===== src/rtl/multicycle_control_unit.sv =====
// Multicycle control FSM for the K&S datapath: fetch/decode/execute sequencing,
// RAM wait states, halt/resume handshake and a saturating retired-instruction counter.

package k_and_s_pkg;
    typedef enum logic [3:0] {
        I_NOP,
        I_LOAD,
        I_STORE,
        I_MOVE,
        I_ADD,
        I_SUB,
        I_AND,
        I_OR,
        I_BRANCH,
        I_BZERO,
        I_BNZERO,
        I_BNEG,
        I_BNNEG,
        I_BOV,
        I_BNOV,
        I_HALT
    } decoded_instruction_type;
endpackage

module multicycle_control_unit
    import k_and_s_pkg::*;
#(
    parameter int unsigned RAM_LATENCY = 1,
    parameter int unsigned CNT_WIDTH   = 16,
    parameter bit          BRANCH_EN   = 1'b1
) (
    input  logic                    clk,
    input  logic                    rst_n,
    input  decoded_instruction_type decoded_instruction,
    input  logic                    zero_op,
    input  logic                    neg_op,
    input  logic                    unsigned_overflow,
    input  logic                    signed_overflow,
    input  logic                    resume,
    output logic                    branch,
    output logic                    pc_enable,
    output logic                    ir_enable,
    output logic                    write_reg_enable,
    output logic                    addr_sel,
    output logic                    c_sel,
    output logic [1:0]              operation,
    output logic                    flags_reg_enable,
    output logic                    ram_write_enable,
    output logic                    halt,
    output logic [CNT_WIDTH-1:0]    retired_count
);

    typedef enum logic [3:0] {
        FETCH,
        LATCH_IR,
        DECODE,
        MEM_WAIT,
        LOAD_WB,
        STORE_WR,
        ALU_WB,
        BRANCH_TAKE,
        HALTED
    } state_t;

    typedef struct packed {
        logic branch;
        logic pc_enable;
        logic ir_enable;
        logic write_reg_enable;
        logic addr_sel;
        logic c_sel;
        logic flags_reg_enable;
        logic ram_write_enable;
        logic halt;
    } ctrl_t;

    state_t      state;
    state_t      next_state;
    ctrl_t       ctrl_q;
    logic [1:0]  op_q;
    logic [3:0]  wait_cnt;
    logic        retires;

    // No branch condition tests the unsigned flag.
    logic        unused_flag;
    assign unused_flag = unsigned_overflow;

    function automatic logic [1:0] alu_op(decoded_instruction_type i);
        case (i)
            I_ADD:   return 2'b01;
            I_SUB:   return 2'b10;
            I_AND:   return 2'b11;
            default: return 2'b00;
        endcase
    endfunction

    function automatic logic is_alu(decoded_instruction_type i);
        return (i == I_ADD) || (i == I_SUB) || (i == I_AND) ||
               (i == I_OR)  || (i == I_MOVE);
    endfunction

    function automatic logic branch_taken(decoded_instruction_type i,
                                          logic z, logic n, logic v);
        logic t;
        case (i)
            I_BRANCH: t = 1'b1;
            I_BZERO:  t = z;
            I_BNZERO: t = ~z;
            I_BNEG:   t = n;
            I_BNNEG:  t = ~n;
            I_BOV:    t = v;
            I_BNOV:   t = ~v;
            default:  t = 1'b0;
        endcase
        return t && BRANCH_EN;
    endfunction

    // Control word of the state being entered; loaded in the same edge as the
    // state so every Moore output comes straight from a flop.
    function automatic ctrl_t moore_ctrl(state_t s, decoded_instruction_type i);
        ctrl_t c;
        c = '0;
        case (s)
            LATCH_IR: begin
                c.ir_enable = 1'b1;
                c.pc_enable = 1'b1;
            end
            MEM_WAIT: c.addr_sel = 1'b1;
            LOAD_WB: begin
                c.addr_sel         = 1'b1;
                c.write_reg_enable = 1'b1;
            end
            STORE_WR: begin
                c.addr_sel         = 1'b1;
                c.ram_write_enable = 1'b1;
            end
            ALU_WB: begin
                c.c_sel            = 1'b1;
                c.write_reg_enable = 1'b1;
                c.flags_reg_enable = (i != I_MOVE);
            end
            BRANCH_TAKE: begin
                c.branch    = 1'b1;
                c.pc_enable = 1'b1;
            end
            HALTED:  c.halt = 1'b1;
            default: ;
        endcase
        return c;
    endfunction

    always_comb begin
        next_state = state;
        case (state)
            FETCH:    next_state = LATCH_IR;
            LATCH_IR: next_state = DECODE;
            DECODE: begin
                case (decoded_instruction)
                    I_HALT:  next_state = HALTED;
                    I_LOAD:  next_state = (RAM_LATENCY > 0) ? MEM_WAIT : LOAD_WB;
                    I_STORE: next_state = STORE_WR;
                    I_ADD, I_SUB, I_AND, I_OR, I_MOVE: next_state = ALU_WB;
                    default: next_state = branch_taken(decoded_instruction, zero_op,
                                                       neg_op, signed_overflow)
                                          ? BRANCH_TAKE : FETCH;
                endcase
            end
            MEM_WAIT:    next_state = (wait_cnt <= 4'd1) ? LOAD_WB : MEM_WAIT;
            LOAD_WB:     next_state = FETCH;
            STORE_WR:    next_state = FETCH;
            ALU_WB:      next_state = FETCH;
            BRANCH_TAKE: next_state = FETCH;
            HALTED:      next_state = resume ? FETCH : HALTED;
            default:     next_state = FETCH;
        endcase
    end

    // Resume from HALTED is excluded: the HALT already retired on entry.
    assign retires = ((next_state == FETCH) &&
                      (state inside {DECODE, LOAD_WB, STORE_WR, ALU_WB, BRANCH_TAKE})) ||
                     ((next_state == HALTED) && (state != HALTED));

    always_ff @(posedge clk or negedge rst_n) begin
        if (!rst_n) begin
            state         <= FETCH;
            ctrl_q        <= '0;
            op_q          <= '0;
            wait_cnt      <= '0;
            retired_count <= '0;
        end else begin
            state  <= next_state;
            ctrl_q <= moore_ctrl(next_state, decoded_instruction);
            op_q   <= (next_state == ALU_WB) ? alu_op(decoded_instruction) : 2'b00;

            if (state == DECODE && decoded_instruction == I_LOAD) begin
                wait_cnt <= 4'(RAM_LATENCY);
            end else if (state == MEM_WAIT) begin
                wait_cnt <= wait_cnt - 4'd1;
            end

            if (retires && (retired_count != '1)) begin
                retired_count <= retired_count + CNT_WIDTH'(1);
            end
        end
    end

    assign branch           = ctrl_q.branch;
    assign pc_enable        = ctrl_q.pc_enable;
    assign ir_enable        = ctrl_q.ir_enable;
    assign write_reg_enable = ctrl_q.write_reg_enable;
    assign flags_reg_enable = ctrl_q.flags_reg_enable;
    assign ram_write_enable = ctrl_q.ram_write_enable;
    assign halt             = ctrl_q.halt;

    // DECODE presents the memory/ALU steering for the instruction in the IR so the
    // datapath has it a cycle early; every other state uses the registered copy.
    assign addr_sel  = ctrl_q.addr_sel |
                       ((state == DECODE) &&
                        (decoded_instruction == I_LOAD || decoded_instruction == I_STORE));
    assign c_sel     = ctrl_q.c_sel | ((state == DECODE) && is_alu(decoded_instruction));
    assign operation = (state == DECODE) ? alu_op(decoded_instruction) : op_q;

endmodule


===== config.mk =====
export PLATFORM = sky130hd
export DESIGN_NAME = multicycle_control_unit
export DESIGN_NICKNAME = d
export VERILOG_FILES = /design/src/rtl/multicycle_control_unit.sv
export SDC_FILE = /design/constraint.sdc
export NUM_CORES = 1
export LEC_CHECK = 0
export BUFFER_PORTS_ARGS = -buffer_cell sky130_fd_sc_hd__buf_4
export CAP_MARGIN = 20
export CORE_MARGIN = 2
export CORE_UTILIZATION = 45
export CTS_CLUSTER_DIAMETER = 40
export DETAILED_ROUTE_END_ITERATION = 8
export PLACE_DENSITY = 0.67
export SKIP_LAST_GASP = 1
export SLEW_MARGIN = 20
export SYNTH_ARGS = -nofsm -noshare
export SYNTH_HDL_FRONTEND = slang
export SYNTH_SLANG_ARGS = --single-unit

===== constraint.sdc =====
create_clock -name clk -period 5.5 [get_ports clk]
set_input_delay 0.55 -clock clk [delete_from_list [all_inputs] [get_ports clk]]
set_output_delay 0.55 -clock clk [all_outputs]
set_load 0.01 [all_outputs]

==> flow_summary.json <==
{
  "worstPathCellList": "nor2_1 -> nand3_1 -> or4_1 -> o31ai_4 -> nand3_2 -> o21ai_1 -> buf_4",
  "yosysWarnings": 0,
  "relSlewSlack_pct": 48.9,
  "hold_viol_final": 0,
  "grt_pass1_vias": 1394,
  "layout-drive-gt1-share_pct": 28.0,
  "layout.nets": 231,
  "crit_path_start_kind": "flop",
  "io_buffers": 36,
  "worstSkewPairLatency_ns": 0.28,
  "dieArea_um2": 4700,
  "synthMuxAreaShare_pct": 0.801,
  "core_um2": 4000,
  "cts.sinks": 35,
  "end_kind": "primary output",
  "cts-root-buf": "clkbuf_8",
  "holdBufCountCts": 0,
  "finalPower_mw": 1.02,
  "clockBufferDepth": 2,
  "overflow": 0,
  "seq_area_um2": 876,
  "setup_viol": 0,
  "max_freq_mhz": 356,
  "synth_top_family_by_area": "simple AND/OR/NAND/NOR gates",
  "status": "finished, final reports clean",
  "synth-compound-area-share_pct": 13.0,
  "first_pass_iters": 4,
  "skew_ns": 0.00365,
  "fin_crit_sh_pct": 51.0,
  "maxSlewViolCount": 0,
  "fin_crit_ns": 2.81,
  "final_antenna_net_count": 0,
  "cpLargestDelayFamily": "simple AND/OR/NAND/NOR gates",
  "diodes": 0,
  "avgViaCountPerCell": 5.39,
  "hp-class": "input pin to asynchronous set/reset pin",
  "synth_nets": 193,
  "path_buf_inv": 1,
  "rows": 23,
  "syn-cell-area_um2": 1880,
  "die_h_um": 68.6,
  "synth_cell_type_count": 52,
  "critPathLaunch": "state[3]",
  "cts_setup_buffers": 0,
  "synthCells": 179,
  "grt.total_usage_pct": 18.8,
  "ys_seq_area_share_pct": 46.7,
  "antenna_found_initial": 0,
  "synthArstFlopShare_pct": 100,
  "power.leakage_nw": 1.11,
  "htreeDepth": 2,
  "placed_cell_area_um2": 2170,
  "rsz0062_at_grt": "false",
  "ios": 38,
  "ys_ff_latch": 35,
  "multi_input_area_um2": 926,
  "cts_made_buffers": 5,
  "wl_per_cell_um": 14.2,
  "drt_iter0_drc": 49,
  "fillCellCount": 365,
  "tritoncts": "done",
  "postCtsResizedCells": 0,
  "vdd.ir_drop.worst_mv": 0.291,
  "power_density_nw_per_um2": 448,
  "tightest_slew_ns": 0.765,
  "finalInstanceArea_um2": 2270,
  "area_growth_pct": 21.1,
  "synth_adder_area_share_pct": 2.00,
  "arrival_ns": 2.26,
  "synth_edf_count": 0,
  "die_w_um": 68.6,
  "grt_pass1_wl_mm": 6.50,
  "wirelength_mm": 3.82,
  "path_clk_slew_ns": 0.07,
  "crit_fanout": 5,
  "syn_area_per_cell_um2": 10.5,
  "start_util_pct": 46.9,
  "synth-simple-area-share_pct": 25.6,
  "vias": 1444,
  "cap_violations": 0,
  "grt_max_degree": 36,
  "synth-xor-area-share_pct": 7.94,
  "globalplace.congestion": 0.777,
  "worstSetupPathType": "flop to primary output",
  "tns_ns": 0,
  "post-dp-hpwl_mm": 2.85,
  "ys.flop_type": "dfrtp_1",
  "cp.required_ns": 4.95,
  "r2r_start": "state[0]",
  "drc": 0,
  "cp_slowest_cell": "or4_1",
  "critPathMaxStageDelay_ns": 0.57
}
==> stage by stage <==
step	utilization [%]	hold slack, ns	cells	setup slack, ns
detailed placement	54.3	0.491	260	2.77
finish	56.8	0.207	268	2.69
floorplan	-	0.254	179	3.03
CTS	56.8	0.217	268	2.68
global route	56.8	0.232	268	2.51
global placement	54.3	0.486	260	2.76
==> flip-flops by register name, summed over array words and instances, names as in the netlist <==
register          cells
retired_count        16
state                 4
wait_cnt              4
ctrl_q                2
op_q                  2
branch                1
flags_reg_enable      1
halt                  1
ir_enable             1
pc_enable             1
ram_write_enable      1
write_reg_enable      1
==> cells in the final DEF (no fill, tap or decap), types with 2 or more instances in the layout <==
cell,synthesis,layout
nor3_1,7,7
a21boi_0,2,2
ha_1,3,3
nor4_1,3,3
buf_4,0,36
and3_1,5,5
a21oi_1,3,3
nand2b_1,2,2
a21o_1,2,2
and2_1,4,4
nand4_1,7,7
o22ai_1,2,2
nand3_1,8,8
inv_1,10,10
nor2_2,2,2
and4_1,2,2
xor2_1,12,12
dfrtp_1,35,35
a22oi_1,2,2
a31oi_1,2,2
clkbuf_8,0,7
xnor2_1,5,5
nor2_1,13,13
nand2_1,10,10
o31ai_1,3,3
nor3_2,5,5
==> cell type report <==
type                       count  share of cell area, %
tap                           50                   2.75
timing repair buffer          36                   11.9
multi-input combinational    129                   40.7
clock buffer                   8                   4.41
sequential                    35                   38.5
inverter                      10                   1.65
==> cell usage after synthesis, types with 4 or more instances <==
cell,count,area share [%]
xor2_1,12,5.6
and3_1,5,1.7
nor2_1,13,2.6
xnor2_1,5,2.3
inv_1,10,2.0
and2_1,4,1.3
nand2_1,10,2.0
dfrtp_1,35,47
nand3_1,8,2.1
nand4_1,7,2.3
nor3_2,5,2.7
nor3_1,7,1.9
==> layer usage <==
| layer | global-route usage, % | vias up | wire (um) |
|---|---|---|---|
| li1 | - | 716 | - |
| met1 | 24.5 | 699 | 1730 |
| met2 | 30.3 | 22 | 1880 |
| met3 | 4.22 | 7 | 148 |
| met4 | 7.50 | 0 | 58 |
| met5 | 0 | - | 0 |
==> cells by family after synthesis <==
logic type / count (synthesis)
simple gates: 80
buf+inv: 15
xor+xnor: 17
mux: 1
compound gates: 28
flops: 35
fa+ha+maj: 3
==> final timing paths <==
path	to	slack (ns)	cells past startpoint
max in group asynchronous	retired_count[15]	4.99	1
min	wait_cnt[2]	0.21	1
min in group clk	ir_enable	0.49	1
max	operation[1]	2.69	7
min reg2reg	ir_enable	0.49	1
max reg2reg	retired_count[15]	3.07	6
==> power breakdown <==
| group | internal, mW | switching (mW) |
|---|---|---|
| clock network | 0.114 | 0.0847 |
| logic | 0.190 | 0.224 |
| registers | 0.327 | 0.0771 |
| total | 0.631 | 0.386 |
==> worst register-to-register path, stage by stage, from the launching register on <==
cell and delay [ns]:
dfrtp_1 0.44, and2b_1 0.29, nand2_1 0.26, or2_1 0.34
o211ai_2 0.62, nor3_1 0.18, xor2_1 0.18
(Power assumes the default switching activity.)
